**config.mk**
```make
export PLATFORM = sky130hd
export DESIGN_NAME = intersection_lamp_driver
export DESIGN_NICKNAME = d
export VERILOG_FILES = /design/src/rtl/intersection_lamp_driver.sv
export SDC_FILE = /design/constraint.sdc
export NUM_CORES = 1
export LEC_CHECK = 0
export CAP_MARGIN = 20
export CORE_ASPECT_RATIO = 1.5
export CORE_MARGIN = 1
export CORE_UTILIZATION = 55
export CTS_CLUSTER_DIAMETER = 40
export CTS_CLUSTER_SIZE = 25
export DETAILED_ROUTE_END_ITERATION = 7
export HOLD_SLACK_MARGIN = 0.12
export PLACE_DENSITY = 0.75
export SLEW_MARGIN = 20
export SYNTH_ARGS = -nofsm -noshare
export SYNTH_HDL_FRONTEND = slang
export SYNTH_SLANG_ARGS = --single-unit
```
**constraint.sdc**
```tcl
create_clock -name clk -period 3.46 [get_ports clk]
set_input_delay 0.865 -clock clk [delete_from_list [all_inputs] [get_ports clk]]
set_output_delay 0.865 -clock clk [all_outputs]
set_load 0.05 [all_outputs]
```
**src/rtl/intersection_lamp_driver.sv**
```systemverilog
// Timed, interlocked lamp drive for a 4-approach intersection, fed by the
// HPS PIO control word; latches conflict/watchdog faults into flashing red.
`timescale 1ns/1ps
module intersection_lamp_driver #(
  parameter int unsigned AMBER_CYCLES = 150000000,
  parameter int unsigned FLASH_HALF   = 25000000,
  parameter int unsigned WDT_CYCLES   = 50000000,
  parameter int unsigned CNT_W        = 32
) (
  input  logic        clk,
  input  logic        reset_n,
  input  logic [15:0] ctrl_word,
  output logic [3:0]  lamp_red,
  output logic [3:0]  lamp_amber,
  output logic [3:0]  lamp_green,
  output logic [1:0]  walk,
  output logic        fault,
  output logic [1:0]  fault_code
);

  localparam logic [1:0] ST_RED   = 2'd0;
  localparam logic [1:0] ST_GREEN = 2'd1;
  localparam logic [1:0] ST_AMBER = 2'd2;
  localparam logic [1:0] ST_FLASH = 2'd3;
  localparam logic [1:0] CMD_GREEN = 2'b01;
  localparam logic [1:0] CMD_FLASH = 2'b11;
  localparam logic [1:0] CODE_NONE     = 2'b00;
  localparam logic [1:0] CODE_CONFLICT = 2'b01;
  localparam logic [1:0] CODE_WDT      = 2'b10;
  localparam logic [CNT_W-1:0] AMBER_LOAD = CNT_W'(AMBER_CYCLES - 1);
  localparam logic [CNT_W-1:0] FLASH_LAST = CNT_W'(FLASH_HALF - 1);
  localparam logic [CNT_W-1:0] WDT_LAST   = CNT_W'(WDT_CYCLES - 1);
  localparam logic [CNT_W-1:0] CNT_ONE    = CNT_W'(1);
  localparam logic [CNT_W-1:0] CNT_ZERO   = CNT_W'(0);

  logic [15:0]           ctrl_q_r;
  logic                  hb_prev_r;
  logic [3:0][1:0]       state_r;
  logic [3:0][1:0]       state_next_s;
  logic [3:0][CNT_W-1:0] amber_cnt_r;
  logic [3:0][CNT_W-1:0] amber_next_s;
  logic [CNT_W-1:0]      wdt_cnt_r;
  logic [CNT_W-1:0]      flash_cnt_r;
  logic                  flash_phase_r;
  logic                  fault_r;
  logic [1:0]            fault_code_r;
  logic [3:0][1:0]       cmd_s;
  logic                  enable_s;
  logic                  hb_toggle_s;
  logic                  ns_green_req_s;
  logic                  ew_green_req_s;
  logic                  ns_red_s;
  logic                  ew_red_s;
  logic                  conflict_s;
  logic                  wdt_expire_s;
  logic                  hold_red_s;
  logic                  unused_bits_s;

  assign cmd_s          = ctrl_q_r[7:0];
  assign enable_s       = ctrl_q_r[14];
  assign hb_toggle_s    = ctrl_q_r[15] ^ hb_prev_r;
  assign unused_bits_s  = ^ctrl_q_r[13:10];
  assign ns_green_req_s = (cmd_s[0] == CMD_GREEN) | (cmd_s[2] == CMD_GREEN);
  assign ew_green_req_s = (cmd_s[1] == CMD_GREEN) | (cmd_s[3] == CMD_GREEN);
  assign ns_red_s       = (state_r[0] == ST_RED) & (state_r[2] == ST_RED);
  assign ew_red_s       = (state_r[1] == ST_RED) & (state_r[3] == ST_RED);
  assign conflict_s     = enable_s & ~fault_r & ns_green_req_s & ew_green_req_s;
  assign wdt_expire_s   = enable_s & ~fault_r & (wdt_cnt_r == WDT_LAST);
  // A fault being raised this cycle already pins every approach to red.
  assign hold_red_s     = ~enable_s | fault_r | conflict_s | wdt_expire_s;

  assign fault      = fault_r;
  assign fault_code = fault_code_r;

  // Control word input register and heartbeat history
  always_ff @(posedge clk or negedge reset_n) begin
    if (!reset_n) begin
      ctrl_q_r  <= 16'h0000;
      hb_prev_r <= 1'b0;
    end else begin
      ctrl_q_r  <= ctrl_word;
      hb_prev_r <= ctrl_q_r[15];
    end
  end

  // Approach FSM state and amber counter registers
  always_ff @(posedge clk or negedge reset_n) begin
    if (!reset_n) begin
      state_r     <= {4{ST_RED}};
      amber_cnt_r <= {4{CNT_ZERO}};
    end else begin
      state_r     <= state_next_s;
      amber_cnt_r <= amber_next_s;
    end
  end

  // Approach FSM next-state logic with cross-group green interlock
  always_comb begin
    state_next_s = state_r;
    amber_next_s = amber_cnt_r;
    for (int i = 0; i < 4; i++) begin
      if (hold_red_s) begin
        state_next_s[i] = ST_RED;
        amber_next_s[i] = CNT_ZERO;
      end else begin
        case (state_r[i])
          ST_RED: begin
            if ((cmd_s[i] == CMD_GREEN) && (i[0] ? ns_red_s : ew_red_s)) begin
              state_next_s[i] = ST_GREEN;
            end else if (cmd_s[i] == CMD_FLASH) begin
              state_next_s[i] = ST_FLASH;
            end else begin
              state_next_s[i] = ST_RED;
            end
          end
          ST_GREEN: begin
            if (cmd_s[i] == CMD_GREEN) begin
              state_next_s[i] = ST_GREEN;
            end else begin
              state_next_s[i] = ST_AMBER;
              amber_next_s[i] = AMBER_LOAD;
            end
          end
          ST_AMBER: begin
            // Amber runs to completion whatever is commanded meanwhile.
            if (amber_cnt_r[i] == CNT_ZERO) begin
              state_next_s[i] = ST_RED;
            end else begin
              state_next_s[i] = ST_AMBER;
              amber_next_s[i] = amber_cnt_r[i] - CNT_ONE;
            end
          end
          ST_FLASH: begin
            if (cmd_s[i] == CMD_FLASH) begin
              state_next_s[i] = ST_FLASH;
            end else begin
              state_next_s[i] = ST_RED;
            end
          end
          default: begin
            state_next_s[i] = ST_RED;
            amber_next_s[i] = CNT_ZERO;
          end
        endcase
      end
    end
  end

  // Lamp and walk decode from registered state
  always_comb begin
    lamp_red   = 4'h0;
    lamp_amber = 4'h0;
    lamp_green = 4'h0;
    walk       = 2'b00;
    if (fault_r) begin
      lamp_red = {4{flash_phase_r}};
    end else if (!enable_s) begin
      lamp_red = 4'hF;
    end else begin
      walk = {ctrl_q_r[9] & ns_red_s, ctrl_q_r[8] & ew_red_s};
      for (int i = 0; i < 4; i++) begin
        case (state_r[i])
          ST_RED:   lamp_red[i]   = 1'b1;
          ST_GREEN: lamp_green[i] = 1'b1;
          ST_AMBER: lamp_amber[i] = 1'b1;
          ST_FLASH: lamp_amber[i] = flash_phase_r;
          default:  lamp_red[i]   = 1'b1;
        endcase
      end
    end
  end

  // Free-running flash generator
  always_ff @(posedge clk or negedge reset_n) begin
    if (!reset_n) begin
      flash_cnt_r   <= CNT_ZERO;
      flash_phase_r <= 1'b0;
    end else if (flash_cnt_r == FLASH_LAST) begin
      flash_cnt_r   <= CNT_ZERO;
      flash_phase_r <= ~flash_phase_r;
    end else begin
      flash_cnt_r   <= flash_cnt_r + CNT_ONE;
    end
  end

  // Heartbeat watchdog counter
  always_ff @(posedge clk or negedge reset_n) begin
    if (!reset_n) begin
      wdt_cnt_r <= CNT_ZERO;
    end else if (!enable_s || fault_r || hb_toggle_s) begin
      wdt_cnt_r <= CNT_ZERO;
    end else if (wdt_cnt_r != WDT_LAST) begin
      wdt_cnt_r <= wdt_cnt_r + CNT_ONE;
    end else begin
      wdt_cnt_r <= wdt_cnt_r;
    end
  end

  // Fault latch; first cause wins, conflict outranks watchdog
  always_ff @(posedge clk or negedge reset_n) begin
    if (!reset_n) begin
      fault_r      <= 1'b0;
      fault_code_r <= CODE_NONE;
    end else if (!enable_s) begin
      fault_r      <= 1'b0;
      fault_code_r <= CODE_NONE;
    end else if (conflict_s) begin
      fault_r      <= 1'b1;
      fault_code_r <= CODE_CONFLICT;
    end else if (wdt_expire_s) begin
      fault_r      <= 1'b1;
      fault_code_r <= CODE_WDT;
    end else begin
      fault_r      <= fault_r;
      fault_code_r <= fault_code_r;
    end
  end

endmodule
```
* Yosys cells after proc, flatten, opt, wreduce, memory -nomap -nowiden
Index checks and enable logic that the tools add are counted.
Widths: inputs -> output; s select.
** Word-level totals
- Output and inout bits :: 17
- Input bits :: 18
- Flip-flop bits (word level) :: 221
- Word-level logic and storage cells :: 163
** Operators by class
- Bitwise gates (word level) :: 17
- $add $sub $neg :: 6
- Eq/ne operators :: 32
- Reduce and logical (&&, ||, !) cells :: 24
- Muxes and demuxes :: 69
** Operators with widths (count)
- $mux 32 :: 15
- $pmux 32 s2 :: 4
- $logic_not 32->1 :: 4
- $sub 32x1->32 const B :: 4
- $add 32x1->32 const B :: 2
- $mux 2 :: 25
- $eq 32x25->1 const B :: 1
- $eq 32x26->1 const B :: 1
- $ne 32x26->1 const B :: 1
- $pmux 2 s4 :: 4
- $eq 2x2->1 const B :: 12
- $mux 4 :: 6
- $ne 3x3->1 const B :: 8
- $eq 2x1->1 const B :: 8
- $reduce_and 3->1 :: 4
- $reduce_bool 3->1 :: 4
- $mux 1 :: 11
- $and 1x1->1 :: 8
- $logic_not 2->1 :: 4
- $pmux 1 s2 :: 4
- $or 1x1->1 :: 5
- $logic_and 1x1->1 :: 4
- $ne 3x1->1 const B :: 1
- $not 1->1 :: 3
- other kinds (4) :: 5

* Longest topological paths before layout
Gate-level depths: netlist of the first run.
- Depth in word-level cells :: 8
- Gate-level depth with buffers :: 10
- Gate-level depth less buffers :: 7

* Worst setup path before layout of the first run
No wires, ideal clock.
- Path type :: flip-flop to output port
- Start :: reg fault_r (netlist: fault)
- End :: out lamp_amber[0]
- Arrival time :: 2.171 ns
- Stages on the path, launching flop included :: 4
- Slack :: 0.424 ns
- Path through :: dfrtp_1 nand2b_1 clkbuf_1 nor3_1
** On the way
- Word-level cells in the longest chain between the ends :: 1
** Ends and longest elaborated chain
- start, declared :: line 45 : logic fault_r;
- start signal, assigned :: line 214 : fault_r <= fault_r;
- $mux 4 :: line 155 : if (fault_r) begin
- end, declared :: line 14 : output logic [3:0] lamp_amber,
Every way passes these cells.

* Final worst setup path of the first run
- Start :: reg fault_r (netlist: fault)
- End :: out walk[0]
** On the way
- Word-level cells in the longest chain between the ends :: 1
** Ends and longest elaborated chain
- $mux 2 :: line 155
- end, declared :: line 16 : output logic [1:0] walk,
Every way passes these cells.

==> results of run 1 <==
==> cells in the final DEF (no fill, tap or decap), types with 7 or more instances in the layout <==
cell                              count
sky130_fd_sc_hd__dfrtp_1            217
sky130_fd_sc_hd__nor2_1             126
sky130_fd_sc_hd__nand2_1             89
sky130_fd_sc_hd__a21oi_1             83
sky130_fd_sc_hd__nand3_1             72
sky130_fd_sc_hd__or4_1               58
sky130_fd_sc_hd__nor3_1              57
sky130_fd_sc_hd__o21ai_0             47
sky130_fd_sc_hd__a31oi_1             42
sky130_fd_sc_hd__nor4_1              41
sky130_fd_sc_hd__a311oi_1            38
sky130_fd_sc_hd__or3_1               37
sky130_fd_sc_hd__buf_4               34
sky130_fd_sc_hd__nand4_1             30
sky130_fd_sc_hd__clkbuf_16           30
sky130_fd_sc_hd__inv_1               26
sky130_fd_sc_hd__xor2_1              26
sky130_fd_sc_hd__clkdlybuf4s50_1     26
sky130_fd_sc_hd__o31ai_1             22
sky130_fd_sc_hd__a211oi_1            22
sky130_fd_sc_hd__nand2b_1            19
sky130_fd_sc_hd__and3_1              17
sky130_fd_sc_hd__xnor2_1             17
sky130_fd_sc_hd__o311ai_0            17
sky130_fd_sc_hd__nor2b_1             14
sky130_fd_sc_hd__or2_2               13
sky130_fd_sc_hd__o41ai_1              9
sky130_fd_sc_hd__and2_1               8
sky130_fd_sc_hd__o211a_1              8
sky130_fd_sc_hd__o211ai_1             7
==> sequential cells by signal (all words and copies together) (netlist names) <==
signal,flops
amber_cnt_r,128
ctrl_q_r,12
fault,1
fault_code,2
flash_cnt_r,32
flash_phase_r,1
hb_prev_r,1
state_r,8
wdt_cnt_r,32
==> power by group <==
part           total [mW]  internal [mW]  switching, mW  leakage, nW
clock network        3.12           1.88           1.24        0.501
logic                1.67          0.544           1.13         2.31
registers            2.68           2.60         0.0784         2.98
total                7.48           5.02           2.45         5.79
==> worst paths after layout <==
path | cells past startpoint | end | slack (ns)
max in group asynchronous | 2 | state_r[7] | 2.42
hold reg to reg | 0 | hb_prev_r | 0.41
setup reg to reg | 7 | amber_cnt_r[46] | 0.49
setup / recovery | 3 | walk[0] | 0.16
hold / removal | 1 | amber_cnt_r[7] | 0.32
min in group clk | 0 | hb_prev_r | 0.41
==> critical path: cells and delay by family (launching register included) <==
family	cells	cell delay (ns)
buffers and inverters	1	0.80
and+or+nand+nor	2	0.67
DFF	1	0.43
==> what timing repair did <==
item                       4_1_cts  5_1_grt
resized for setup                3        1
pin swaps                        0        0
hold endpoints to repair         0        0
gates cloned                     0        0
setup endpoints to repair        3        1
==> per-layer routing <==
metal / part of all wire [%] / global-route usage [%]
met1: 42 / 35.6
met2: 49 / 46.4
met3: 5.3 / 3.01
met4: 2.9 / 10.5
met5: 0 / 0
==> area by class of cell <==
class                           instances  area, µm²  share of cell area, %
Clock inverter                         21        251                   1.82
Inverter                               26       97.6                  0.705
Tap cell                              272        340                   2.46
Clock buffer                           34        776                   5.60
Multi-Input combinational cell       1024       6300                   45.5
Sequential cell                       217       5430                   39.2
Timing Repair Buffer                   68        652                   4.71
==> kinds of logic (layout without fill, tap and decap cells) <==
kind of cell | after synthesis | in the layout | share of synthesized area, %
xor gates and xnor gates | 43 | 43 | 3.11
DFF | 217 | 217 | 44.8
buffers and inverters | 108 | 149 | 3.48
muxes | 5 | 5 | 0.444
AOI/OAI and AO/OA | 348 | 348 | 19.9
and+or+nand+nor | 622 | 622 | 27.7
adders and majority gates | 6 | 6 | 0.619
==> summary.md, run 1 <==
| Metric | Value |
|---|---|
| Mapped Cells | 1349 |
| Share of flip-flops with an asynchronous set or reset after synthesis | 100% |
| Number of H-tree levels | 1 |
| Critical setup path kind | register to primary output |
| # Post-CTS Setup Buffers | 0 |
| Aggregate negative setup slack | 0 ns |
| Data arrival time of the worst path | 2.44 ns |
| GRT Residual Overflow | 0 |
| Vias in the first global route | 10500 |
| Max rail drop VDD | 0.475 mV |
| Critical path fanouts, max | 7 |
| Type of element capturing the critical path | primary output |
| Total Die Area | 22600 µm² |
| Net count after synthesis | 1373 |
| Insertion delay of the later-clocked pin in the worst-skew pair | 0.56 ns |
| Cts bufs inserted | 30 |
| Starting Density | 56.0% |
| Cell area reported after detailed placement | 12800 µm² |
| Clock root buffer | sky130_fd_sc_hd__clkbuf_16 |
| Number of cells in the design after placement | 1607 |
| Overall power of the completed layout | 7.48 mW |
| Final period utilization | 95.4% |
| Unrepaired setup endpoints after global routing | false |
| Clock sink total | 217 |
| Library cell occupying the most area in the post-synthesis netlist | sky130_fd_sc_hd__dfrtp_1 |
| Final setup violating endpoints | 0 |
| Maximum clock frequency | 0.303 GHz |
| Slew at the pin closest to its max-slew limit | 1.01 ns |
| Number of DRC violations after detailed routing | 0 |
| Worst-path cell with the longest stage delay | sky130_fd_sc_hd__clkdlybuf4s50_1 |
| Worst-path cell chain | nor2b_1 > and3_1 > clkdlybuf4s50_1 |
| Number of antenna violations at the first check in global routing | 0 |
| Maximum clock skew at final layout | 0.0211 ns |
| Fraction of layout instances using a drive strength above 1 | 9.35% |
| Ys Warns | 0 |
| Core ar. | 21600 µm² |
| Antenna violation net count after detailed routing | 0 |
| Most common library cells after synthesis | sky130_fd_sc_hd__dfrtp_1 (217), sky130_fd_sc_hd__nor2_1 (127), sky130_fd_sc_hd__nand2_1 (90), sky130_fd_sc_hd__a21oi_1 (83), sky130_fd_sc_hd__nand3_1 (72) |
| Startpoint type of the worst setup path | register |
| Largest net degree at the start of global routing | 101 |
| First-pass GRT wire length | 50.6 mm |
| Mapped Avg Cell Area | 8.98 µm² |
| Crit path required time | 2.59 ns |
| Standby leakage power | 5.79 nW |
| Sequential share of the synthesized area | 44.8% |
| Leading cell type by number of instances after synthesis | sky130_fd_sc_hd__dfrtp_1 |
| GPL Wtd Cong | 0.915 |
| Final Net Count | 1391 |
| Average wire per standard cell | 18.2 µm |
| Final period demand of the worst path | 3.30 ns |
| Worst hold-check path type | input pin to async pin |
| Port Buffer Count | 30 |
| DP HPWL | 20.1 mm |
| Vias | 10900 |
| PnR worst setup slack | 0.159 ns |
| Top_reg_cell synth | sky130_fd_sc_hd__dfrtp_1 |
| Floorplan die width | 123 µm |
| Result of the run | complete, no violations |
| Largest cells by area after synthesis | sky130_fd_sc_hd__dfrtp_1 (45%), sky130_fd_sc_hd__nor2_1 (3.9%), sky130_fd_sc_hd__or4_1 (3.6%), sky130_fd_sc_hd__a21oi_1 (3.4%), sky130_fd_sc_hd__nand3_1 (3.0%) |
| Count of maximum capacitance violations | 0 |
| Post-synthesis cell type count | 71 |
| Final design instance area without fill | 13800 µm² |
| Detailed router's first-iteration violation count | 765 |
| Vertical die dimension | 184 µm |
| Maximum root-to-sink buffer count | 3 |
| Placement Rows | 66 |
| Flip-flop and latch count after synthesis | 217 |
| Global-route usage over all layers | 27.4% |
| Count of final hold-check violations | 0 |
| Clk slew on worst S/H paths | 0.06 ns |
| Synthesized cell area | 12100 µm² |
| TritonCTS clock tree | built |
| Launching instance or port of the critical path | fault |
| Max-slew headroom at the worst pin | 32.3% |
| Final routed wirelength across all metal layers | 30.2 mm |
| Post-Layout Cell Count | 1662 |
| Crit-path max cell delay | 0.80 ns |
| Area share of the largest cell type after synthesis | 44.8% |
| Number of max-slew violations in the final report | 0 |
| Top-Level Pins | 35 |
| Filler cell count in the final layout | 1803 |
| Diodes inserted | 0 |
| Utilization of the core after routing | 64.0% |
| Total power per unit cell area | 540 nW/µm² |
| Setup slack at placement | 0.499 ns |
| Vias per Instance | 6.58 |
| Hold WS | 0.324 ns |
| Hold buffers post-CTS | 0 |
| P&R area growth vs syn | 14.3% |
| Number of enable-type register cells in the synthesized netlist | 0 |
| Reg-to-reg startpoint | amber_cnt_r[32] |
| Number of iterations in the first detailed-routing pass | 5 |
Note: power is estimated with default switching activity, not from simulation.
==> run 2, diff against run 1 <==
Settings changed: CORE_MARGIN 1 to 2.
==> run 2 against run 1 <==
  * Critical path depth did not move
  * Maximum frequency down 1.5%
  * Largest power group unchanged
  * Setup slack lost 0.052 ns
  * Die area grew 2.7%
==> summary.md, run 2 (synthesis gave the netlist of run 1 again) <==
| Metric | Value |
|---|---|
| Regs by FF count | amber_cnt_r x128, flash_cnt_r x32, wdt_cnt_r x32 |
| Cts bufs inserted | 29 |
| Max-slew headroom at the worst pin | 37.4% |
| Clock sink total | 217 |
| First-pass GRT wire length | 52.6 mm |
| Vias per Instance | 6.58 |
| Result of the run | complete, no violations |
| Floorplan die width | 125 µm |
| Final Net Count | 1395 |
| Total Die Area | 23300 µm² |
| Critical path fanouts, max | 7 |
| Register bank with the most flops | amber_cnt_r |
| Final routed wirelength across all metal layers | 31.1 mm |
| Worst-path cell chain | nand2b_1 > nor3_1 > clkdlybuf4s50_1 |
| Clock root buffer | sky130_fd_sc_hd__clkbuf_16 |
| Final period utilization | 96.9% |
| Slew at the pin closest to its max-slew limit | 0.936 ns |
| DP HPWL | 20.5 mm |
| Post-Layout Cell Count | 1666 |
| Worst Path Buf+Inv | 1 |
| Aggregate negative setup slack | 0 ns |
| Most common cell after layout, fill and taps aside | sky130_fd_sc_hd__dfrtp_1 |
| Total power per unit cell area | 541 nW/µm² |
| Net switching power of the design | 2.58 mW |
| Internal power summed over all cells | 4.94 mW |
| Largest net degree at the start of global routing | 83 |
| Vias in the first global route | 10700 |
| Antenna violation net count after detailed routing | 0 |
| Crit-path max cell delay | 0.86 ns |
| Commonest cells after routing, fill and taps aside | sky130_fd_sc_hd__dfrtp_1 (217), sky130_fd_sc_hd__nor2_1 (126), sky130_fd_sc_hd__nand2_1 (89), sky130_fd_sc_hd__a21oi_1 (83), sky130_fd_sc_hd__nand3_1 (72) |
| Global-route usage over all layers | 26.8% |
| Port Buffer Count | 30 |
| Fraction of layout instances using a drive strength above 1 | 9.61% |
| Max rail drop VDD | 0.464 mV |
| GRT Residual Overflow | 0 |
| Starting Density | 56.0% |
| Insertion delay of the later-clocked pin in the worst-skew pair | 0.56 ns |
| Standby leakage power | 5.86 nW |
| Number of DRC violations after detailed routing | 0 |
| Final setup violating endpoints | 0 |
| Number of antenna violations at the first check in global routing | 0 |
| P&R area growth vs syn | 14.6% |
| Launching instance or port of the critical path | fault |
| Count of maximum capacitance violations | 0 |
| Switching part of the total power | 34.3% |
| Detailed router's first-iteration violation count | 899 |
| Critical setup path kind | register to primary output |
| Number of iterations in the first detailed-routing pass | 5 |
| Type of element capturing the critical path | primary output |
| Vertical die dimension | 186 µm |
| # Post-CTS Setup Buffers | 0 |
| Startpoint type of the worst setup path | register |
| Number of cells in the design after placement | 1611 |
| Count of final hold-check violations | 0 |
| TritonCTS clock tree | built |
| Maximum clock frequency | 0.298 GHz |
| Number of H-tree levels | 1 |
| Portion of total power attributed to combinational logic | 22.4% |
| Maximum clock skew at final layout | 0.0114 ns |
| Worst hold-check path type | input pin to async pin |
| Placement Rows | 66 |
| Worst-path cell with the longest stage delay | sky130_fd_sc_hd__clkdlybuf4s50_1 |
| Clock share of power | 42.0% |
| Maximum root-to-sink buffer count | 3 |
| Data arrival time of the worst path | 2.49 ns |
| Diodes inserted | 0 |
| Crit path required time | 2.59 ns |
| Core ar. | 21600 µm² |
| Unrepaired setup endpoints after global routing | false |
| Flip-flop count of the largest register, all copies and words added | 128 |
| Final period demand of the worst path | 3.35 ns |
| Number of max-slew violations in the final report | 0 |
| Proportion of power drawn by flip-flops and latches | 35.6% |
| Vias | 11000 |
| Average wire per standard cell | 18.7 µm |
| GPL Wtd Cong | 0.900 |
| Reg-to-reg startpoint | amber_cnt_r[64] |
| Largest delay contributor family on the critical path | buffers and inverters |
| Clk slew on worst S/H paths | 0.07 ns |
| Top-Level Pins | 35 |
==> run 2: metal layers <==
| layer | routed length [µm] | track usage (%) | up-vias |
|---|---|---|---|
| met5 | 0 | 0 | - |
| met1 | 13000 | 34.2 | 5346 |
| met2 | 15700 | 47.1 | 309 |
| met4 | 930 | 10.0 | 0 |
| li1 | - | - | 5233 |
| met3 | 1420 | 3.19 | 69 |
==> run 2: worst paths after layout <==
check | endpoint | slack [ns] | cells after the start
max | lamp_amber[0] | 0.11 | 3
min | amber_cnt_r[14] | 0.31 | 1
max reg2reg | amber_cnt_r[66] | 0.51 | 7
min reg2reg | hb_prev_r | 0.40 | 0
max in group asynchronous | amber_cnt_r[38] | 2.30 | 2
min in group clk | hb_prev_r | 0.40 | 0
==> run 2: through the flow <==
step | utilization (%) | hold WS, ns | power [mW] | worst slack, ns | area (µm²)
floorplan | - | 0.372 | 3.84 | 0.424 | 12100
global placement | 59.3 | 0.382 | 4.35 | 0.578 | 12800
detailed placement | 59.3 | 0.395 | 4.37 | 0.581 | 12800
CTS | 64.1 | 0.336 | 7.54 | 0.0171 | 13900
global route | 64.2 | 0.371 | 7.85 | 0.00740 | 13900
finish | 64.2 | 0.315 | 7.52 | 0.107 | 13900
==> run 2: area by class of cell <==
class	count	area, µm²
clock buffer	30	739
timing repair buffer	73	694
inverter	26	97.6
fill	1827	7750
clock inverter	24	297
tap	272	340
multi-input combinational	1024	6290
sequential	217	5430
==> run 2: power groups by stage <==
stage	clock (mW)	sequential, mW	combinational (mW)
after floorplan	0	2.70	1.14
after global placement	0	2.72	1.63
after detailed placement	0	2.72	1.65
after CTS	3.21	2.67	1.66
after global routing	3.32	2.69	1.85
final	3.16	2.68	1.69
==> run 2: what timing repair did <==
action,4_1_cts,5_1_grt
hold buffers,0,0
endpoints found under the setup margin,0,5
hold endpoints to repair,0,0
resized for setup,0,5
==> run 3, diff against run 2 <==
Settings changed: CORE_UTILIZATION 55 to 60, PLACE_DENSITY 0.75 to 0.81.
==> run 3 against run 2 <==
  * Design area shrank 0.96%
  * Die area is 8.1% lower
  * Global-route usage rose by 2.8 points
==> summary.md, run 3 (synthesis gave the netlist of run 1 again) <==
| Metric | Value |
|---|---|
| Critical setup path kind | register to primary output |
| Number of iterations in the first detailed-routing pass | 5 |
| Aggregate negative setup slack | 0 ns |
| Data arrival time of the worst path | 2.47 ns |
| Detailed router's first-iteration violation count | 869 |
| Antenna violation net count after detailed routing | 0 |
| Worst-path cell chain | nand2b_1 > buf_4 > nor2_1 > clkdlybuf4s50_1 |
| Layer with the highest usage after global routing | met2 |
| TritonCTS clock tree | built |
| Critical path fanouts, max | 8 |
| Flip-flop count of the largest register, all copies and words added | 128 |
| Worst hold-check path type | input pin to async pin |
| Number of max-slew violations in the final report | 0 |
| Worst Path Buf+Inv | 2 |
| Final Net Count | 1386 |
| Global-route usage over all layers | 29.6% |
| Vias per Instance | 6.78 |
| P&R area growth vs syn | 13.5% |
| Global-route met3 utilization | 4.35% |
| GPL Wtd Cong | 0.903 |
| Cts bufs inserted | 26 |
| Crit-path max cell delay | 0.84 ns |
| Met1 Usage GRT | 35.9% |
| Total Die Area | 21400 µm² |
| Final routed wirelength across all metal layers | 31.1 mm |
| Startpoint type of the worst setup path | register |
| Max-slew headroom at the worst pin | 27.1% |
| Utilization of the core after routing | 69.5% |
| Count of maximum capacitance violations | 0 |
| Clk slew on worst S/H paths | 0.07 ns |
| GRT Residual Overflow | 0 |
| Fraction of layout instances using a drive strength above 1 | 8.62% |
| Max rail drop VDD | 0.400 mV |
| Worst-path cell with the longest stage delay | sky130_fd_sc_hd__clkdlybuf4s50_1 |
| Most common cell after layout, fill and taps aside | sky130_fd_sc_hd__dfrtp_1 |
| Minimum setup slack among reg-to-reg paths | 0.49 ns |
| Clock root buffer | sky130_fd_sc_hd__clkbuf_16 |
| Final period utilization | 96.3% |
| Standby leakage power | 5.77 nW |
| Port Buffer Count | 30 |
| Unrepaired setup endpoints after global routing | false |
| Insertion delay of the later-clocked pin in the worst-skew pair | 0.53 ns |
| Result of the run | complete, no violations |
| Largest delay contributor family on the critical path | buffers and inverters |
| Clock sink total | 217 |
| Vias | 11100 |
| Top-Level Pins | 35 |
| Number of antenna violations at the first check in global routing | 0 |
| Crit path required time | 2.59 ns |
| Regs by FF count | amber_cnt_r x128, flash_cnt_r x32, wdt_cnt_r x32 |
| Starting Density | 61.2% |
| Post-Layout Cell Count | 1640 |
| Number of H-tree levels | 1 |
| Core ar. | 19800 µm² |
| Final period demand of the worst path | 3.33 ns |
| Vias in the first global route | 11100 |
| DP HPWL | 20.6 mm |
| Type of element capturing the critical path | primary output |
| Number of cells in the design after placement | 1594 |
| Total power per unit cell area | 538 nW/µm² |
| Average wire per standard cell | 19.0 µm |
| Number of DRC violations after detailed routing | 0 |
| Count of final hold-check violations | 0 |
| Vertical die dimension | 178 µm |
| Maximum clock skew at final layout | 0.0116 ns |
| Maximum root-to-sink buffer count | 3 |
| Register bank with the most flops | amber_cnt_r |
| Placement Rows | 63 |
| Floorplan die width | 120 µm |
| Slew at the pin closest to its max-slew limit | 1.08 ns |
| Largest net degree at the start of global routing | 77 |
| Met2 demand-to-capacity share in global routing | 52.1% |
| Commonest cells after routing, fill and taps aside | sky130_fd_sc_hd__dfrtp_1 (217), sky130_fd_sc_hd__nor2_1 (126), sky130_fd_sc_hd__nand2_1 (89), sky130_fd_sc_hd__a21oi_1 (83), sky130_fd_sc_hd__nand3_1 (72) |
| Diodes inserted | 0 |
| Final setup violating endpoints | 0 |
| Maximum clock frequency | 0.300 GHz |
| First-pass GRT wire length | 52.6 mm |
-- run 3: stage by stage --
step                total power, mW  hold slack, ns  worst slack [ns]  area [µm²]
detailed placement             4.35           0.394             0.477       12800
finish                         7.40           0.305             0.127       13800
floorplan                      3.84           0.372             0.424       12100
global placement               4.31           0.386             0.491       12800
global route                   7.69           0.357            0.0429       13800
CTS                            7.39           0.336            0.0526       13700
-- run 3: final cells by class --
class | count | area [µm²]
inverters | 26 | 97.6
multi-input cells | 1024 | 6290
clock buffers | 32 | 734
flip-flops and latches | 217 | 5430
fillers | 1553 | 6030
repair buffers | 67 | 639
well taps | 260 | 325
clock inverters | 14 | 238
-- run 3: worst reg2reg max path: cells and delay by family, from the launching register on --
kind	cells	cell delay [ns]
adder cells (fa/ha/maj)	1	0.19
AO/OA/AOI/OAI	1	0.07
buffers and inverters	1	0.31
flip-flops	1	0.42
AND/OR/NAND/NOR	4	1.83
-- run 3: per-layer routing --
layer | part of all wire, % | up-vias
li1 | - | 5201
met1 | 40 | 5407
met2 | 51 | 408
met3 | 5.8 | 101
met4 | 3.8 | 0
met5 | 0 | -
-- run 3: where the power goes --
group	switching [mW]	total, mW	internal [mW]
combinational	1.16	1.68	0.515
sequential	0.0781	2.68	2.60
clock	1.14	3.04	1.90
total	2.38	7.40	5.01
-- run 3: path summary, 6_finish.rpt --
kind                         startpoint               end  cells after the start
setup / recovery                  fault     lamp_green[2]                      4
hold / removal                  reset_n     wdt_cnt_r[20]                      1
setup reg to reg           wdt_cnt_r[0]   amber_cnt_r[97]                      7
hold reg to reg            ctrl_q_r[15]         hb_prev_r                      0
max in group asynchronous       reset_n  amber_cnt_r[118]                      2
min in group clk           ctrl_q_r[15]         hb_prev_r                      0
-- run 3: repair_timing --
| item | CTS | global route |
|---|---|---|
| setup endpoints to repair | 1 | 3 |
| setup buffers | 0 | 0 |
| resized for setup | 1 | 3 |
| hold buffers | 0 | 0 |
